==> config.mk <==
export PLATFORM = sky130hd
export DESIGN_NAME = axi4_lite_master_adapter
export DESIGN_NICKNAME = d
export VERILOG_FILES = /design/src/rtl/axi4_lite_master_adapter.sv
export SDC_FILE = /design/constraint.sdc
export NUM_CORES = 1
export LEC_CHECK = 0
export ABC_AREA = 1
export BUFFER_PORTS_ARGS = -buffer_cell sky130_fd_sc_hd__buf_2
export CORE_ASPECT_RATIO = 0.6
export CORE_MARGIN = 1.5
export CORE_UTILIZATION = 45
export DETAILED_ROUTE_END_ITERATION = 10
export PLACE_DENSITY = 0.81
export SYNTH_ARGS = -nofsm -noshare
export SYNTH_HDL_FRONTEND = slang
export SYNTH_SLANG_ARGS = --single-unit
==> constraint.sdc <==
create_clock -name aclk -period 3.3 [get_ports aclk]
set_input_delay 0.66 -clock aclk [delete_from_list [all_inputs] [get_ports aclk]]
set_output_delay 0.66 -clock aclk [all_outputs]
set_load 0.05 [all_outputs]
==> src/rtl/axi4_lite_master_adapter.sv <==
// Single-outstanding bridge from a local valid/ready request port to an AXI4-Lite master.
// Optional error-response counter enabled by defining AXI4L_MST_ERR_CNT_EN.
//
// state | meaning
// IDLE  | ready for a local request
// WR    | AW and W in flight, each retired independently
// WR_B  | waiting for the write response
// RD_AR | read address in flight
// RD_R  | waiting for read data
// RSP   | holding the local response until rsp_ready
module axi4_lite_master_adapter #(
   parameter int         AXI_ADDR_WIDTH = 12,
   parameter int         AXI_DATA_WIDTH = 32,
   parameter logic [2:0] AXPROT         = 3'b000
) (
   input  logic                        aclk,
   input  logic                        reset,
   input  logic                        req_valid,
   output logic                        req_ready,
   input  logic                        req_write,
   input  logic [AXI_ADDR_WIDTH-1:0]   req_addr,
   input  logic [AXI_DATA_WIDTH-1:0]   req_wdata,
   input  logic [AXI_DATA_WIDTH/8-1:0] req_wstrb,
   output logic                        rsp_valid,
   input  logic                        rsp_ready,
   output logic [AXI_DATA_WIDTH-1:0]   rsp_rdata,
   output logic                        rsp_err,
   output logic [15:0]                 err_count,
   output logic [AXI_ADDR_WIDTH-1:0]   awaddr,
   output logic [2:0]                  awprot,
   output logic                        awvalid,
   input  logic                        awready,
   output logic [AXI_DATA_WIDTH-1:0]   wdata,
   output logic [AXI_DATA_WIDTH/8-1:0] wstrb,
   output logic                        wvalid,
   input  logic                        wready,
   input  logic [1:0]                  bresp,
   input  logic                        bvalid,
   output logic                        bready,
   output logic [AXI_ADDR_WIDTH-1:0]   araddr,
   output logic [2:0]                  arprot,
   output logic                        arvalid,
   input  logic                        arready,
   input  logic [AXI_DATA_WIDTH-1:0]   rdata,
   input  logic [1:0]                  rresp,
   input  logic                        rvalid,
   output logic                        rready
);

   typedef enum logic [2:0] {IDLE, WR, WR_B, RD_AR, RD_R, RSP} state_t;

   state_t                      state, state_nxt;
   logic                        aw_done, w_done, aw_done_nxt, w_done_nxt;
   logic [AXI_ADDR_WIDTH-1:0]   addr_q;
   logic                        req_hs, aw_hs, w_hs, b_hs, ar_hs, r_hs, rsp_hs;
   logic                        unused_resp_lsb;

   assign req_hs = req_valid & req_ready;
   assign aw_hs  = awvalid & awready;
   assign w_hs   = wvalid & wready;
   assign b_hs   = bvalid & bready;
   assign ar_hs  = arvalid & arready;
   assign r_hs   = rvalid & rready;
   assign rsp_hs = rsp_valid & rsp_ready;

   assign awaddr = addr_q;
   assign araddr = addr_q;
   assign awprot = AXPROT;
   assign arprot = AXPROT;

   // Only bit 1 of xRESP distinguishes error responses; EXOKAY is treated as OKAY.
   assign unused_resp_lsb = bresp[0] ^ rresp[0];

   always_comb begin
      state_nxt   = state;
      aw_done_nxt = aw_done;
      w_done_nxt  = w_done;
      case (state)
         IDLE: begin
            if (req_hs) begin
               state_nxt   = req_write ? WR : RD_AR;
               aw_done_nxt = 1'b0;
               w_done_nxt  = 1'b0;
            end
         end
         WR: begin
            aw_done_nxt = aw_done | aw_hs;
            w_done_nxt  = w_done | w_hs;
            if (aw_done_nxt && w_done_nxt) state_nxt = WR_B;
         end
         WR_B:    if (b_hs)   state_nxt = RSP;
         RD_AR:   if (ar_hs)  state_nxt = RD_R;
         RD_R:    if (r_hs)   state_nxt = RSP;
         RSP:     if (rsp_hs) state_nxt = IDLE;
         default: state_nxt = IDLE;
      endcase
   end

   // Handshake outputs are registered copies of the next-state decode.
   always_ff @(posedge aclk or posedge reset) begin
      if (reset) begin
         state     <= IDLE;
         aw_done   <= 1'b0;
         w_done    <= 1'b0;
         req_ready <= 1'b0;
         awvalid   <= 1'b0;
         wvalid    <= 1'b0;
         bready    <= 1'b0;
         arvalid   <= 1'b0;
         rready    <= 1'b0;
         rsp_valid <= 1'b0;
         rsp_err   <= 1'b0;
         rsp_rdata <= '0;
         addr_q    <= '0;
         wdata     <= '0;
         wstrb     <= '0;
      end else begin
         state     <= state_nxt;
         aw_done   <= aw_done_nxt;
         w_done    <= w_done_nxt;
         req_ready <= (state_nxt == IDLE);
         awvalid   <= (state_nxt == WR) && !aw_done_nxt;
         wvalid    <= (state_nxt == WR) && !w_done_nxt;
         bready    <= (state_nxt == WR_B);
         arvalid   <= (state_nxt == RD_AR);
         rready    <= (state_nxt == RD_R);
         rsp_valid <= (state_nxt == RSP);
         if (req_hs) begin
            addr_q <= req_addr;
            wdata  <= req_wdata;
            wstrb  <= req_wstrb;
         end
         if (b_hs) begin
            rsp_rdata <= '0;
            rsp_err   <= bresp[1];
         end
         if (r_hs) begin
            rsp_rdata <= rdata;
            rsp_err   <= rresp[1];
         end
      end
   end

`ifdef AXI4L_MST_ERR_CNT_EN
   logic [15:0] err_cnt_q;

   always_ff @(posedge aclk or posedge reset) begin
      if (reset)
         err_cnt_q <= 16'h0000;
      else if (rsp_hs && rsp_err && (err_cnt_q != 16'hFFFF))
         err_cnt_q <= err_cnt_q + 16'd1;
   end

   assign err_count = err_cnt_q;
`else
   assign err_count = 16'h0000;
`endif

endmodule

==> flow_metrics.tcl <==
set metrics [dict create \
    postSynthAreaPerCell_um2 8.60 \
    worst_slew_pin_slew_ns 0.518 \
    drc_errors 0 \
    placed_cell_area_mm2 0.00484 \
    io_buffers 191 \
    overflow 0 \
    post_cts_resized 0 \
    nNetsFinal 727 \
    dr.pass1.iters 4 \
    cts_buffers 9 \
    finalWorstSetupSlack_ns 1.41 \
    syn-cell-area_mm2 0.00394 \
    synthesis.instances 458 \
    dp_hpwl_mm 6.63 \
    avgRoutedWirePerCell_um 12.2 \
    seq_area_frac_synth_pct 59.1 \
    dp_slack_ns 1.08 \
    dieWidth_um 124 \
    worst-path-max-fanout 36 \
    cts_setup_buffers 0 \
    synth_warnings 0 \
    final_cells 750 \
    setup_viol 0 \
    slew_viol_final 0 \
    dieArea_mm2 0.00934 \
    antenna_found_initial 0 \
    wl_mm 9.15 \
    clock_tree.root_cell "clkbuf_16" \
    fin_setup_tns_ns 0 \
    synth_cell_types 22 \
    period_needed_ns 1.89 \
    synth.area.top_cells "dfrtp_1 (59%), nand2_1 (22%), buf_4 (6.5%)" \
    outcome "completed" \
    arrival_ns 2.15 \
    cp-end-kind "register" \
    fin_crit_sh_pct 57.4 \
    criticalPathCategory "in2reg" \
    power.density_mw_per_mm2 1170 \
    grt_pass1_wl_mm 13.8 \
    hold_buffers 0 \
    required_ns 3.56 \
    maxCapViolations 0 \
    ys_async_sr_fraction_pct 100 \
    drive_gt1_share_pct 35.7 \
    yosys.area.top_type_share_pct 59.1 \
    start_kind "input port" \
    clock_path_buffers 2 \
    ir_drop_mv 0.624 \
    hold_class "in2async" \
    grt_pass1_vias 3070 \
    postRouteAntennaNets 0 \
    final_hold_viol_count 0 \
    h-tree-depth 3 \
    initial_core_util_pct 46.4 \
    layout_common_cells "nand2_1 (233), buf_2 (191), dfrtp_1 (93)" \
    clkTransAtPathRegs_ns 0.06 \
    area_growth_syn_to_layout_pct 30.7 \
    gr-usage-all-layers_pct 19.5 \
    fmax_mhz 528 \
    mostFrequentLayoutCell "nand2_1" \
    final_area_mm2 0.00515 \
    cts_sinks 93 \
    grt_max_degree 94 \
    synth_flop_cell "dfrtp_1" \
    synth_edf_count 0 \
    pin_count 216 \
    maxSlewHeadroom_pct 65.4 \
    num_vias 3407 \
    vias_per_cell 4.54 \
    clk_latency_ns 0.34 \
    globalplace.congestion 0.770 \
    dp_cells 734 \
    cts_tree "built" \
    post-synth-top-area-cell "dfrtp_1" \
    die_h_um 75.5 \
    ys_seq_elements 93 \
    p_leak_uw 0.00320 \
    skew_ns 0.00450 \
    diodes 0 \
    coreArea_mm2 0.00849 \
    num_rows 26 \
    rsz0062_at_grt "false" \
    dr.first_iter.drc_count 165 \
]
[cell usage after synthesis (3+ instances only)]
master,count
inv_2,5
nor2_2,3
dfrtp_1,93
clkbuf_1,11
buf_1,4
buf_4,34
nor2_1,9
nand2_1,234
o21ai_0,3
buf_2,4
inv_1,9
nand3_1,36
[metrics by stage]
stage	hold slack, ns	power [µW]	util (%)
2_1_floorplan	0.489	4370	-
3_3_place_gp	0.456	4930	57.0
3_5_place_dp	0.460	5000	57.0
4_1_cts	0.460	6070	60.6
5_1_grt	0.487	6380	60.6
6_report	0.417	6010	60.6
[sequential cells by signal (all words and copies together) (netlist names)]
signal	flops
rsp_rdata	32
wdata	32
araddr	12
wstrb	4
state	3
arvalid	1
aw_done	1
awvalid	1
bready	1
req_ready	1
rready	1
rsp_err	1
rsp_valid	1
w_done	1
wvalid	1
[where the power goes]
part / switching (µW) / total (µW) / internal (µW)
clock: 422 / 1050 / 629
combinational: 2490 / 3150 / 657
sequential: 250 / 1820 / 1570
total: 3160 / 6010 / 2850
[layer usage]
layer	track usage [%]	vias to the layer above	share of wire (%)
li1	-	1704	-
met1	23.0	1559	43
met2	33.6	135	47
met3	7.41	9	8.5
met4	6.51	0	0.98
met5	0	-	0
[worst max-delay path: stages]
cell     delay (ns)
buf_2          0.10
nand2_2        0.05
buf_4          0.32
inv_2          0.31
nand3_1        0.15
nand2_1        0.10
nor2_4         0.13
nand2_4        0.07
inv_2          0.06
nand2_1        0.06
nor2_1         0.12
[final timing paths]
path	end	from	cells after the start	slack, ns
worst min register to register	wdata[10]	wdata[10]	2	0.47
worst min-delay path	rsp_rdata[23]	reset	3	0.42
min in group aclk	wdata[10]	wdata[10]	2	0.47
max in group asynchronous	wdata[31]	reset	3	2.49
worst max-delay path	req_ready	rvalid	11	1.41
worst max register to register	req_ready	rready	10	1.42
[cells by family (layout without fill, tap and decap cells)]
| logic type | Yosys count | after routing | synth area share, % |
|---|---|---|---|
| AO/OA/AOI/OAI | 6 | 6 | 0.921 |
| buffers and inverters | 67 | 226 | 9.75 |
| flip-flops | 93 | 93 | 59.1 |
| other | 1 | 22 | 0.0952 |
| AND/OR/NAND/NOR | 291 | 291 | 30.2 |
[final cells by class]
cell class / count / area [µm²]
fill: 725 / 3340
timing repair buffer: 196 / 1010
multi-input combinational: 319 / 1310
tap: 112 / 140
sequential: 93 / 2330
inverter: 14 / 55.1
clock inverter: 5 / 57.6
clock buffer: 11 / 253
(Power assumes the default switching activity.)
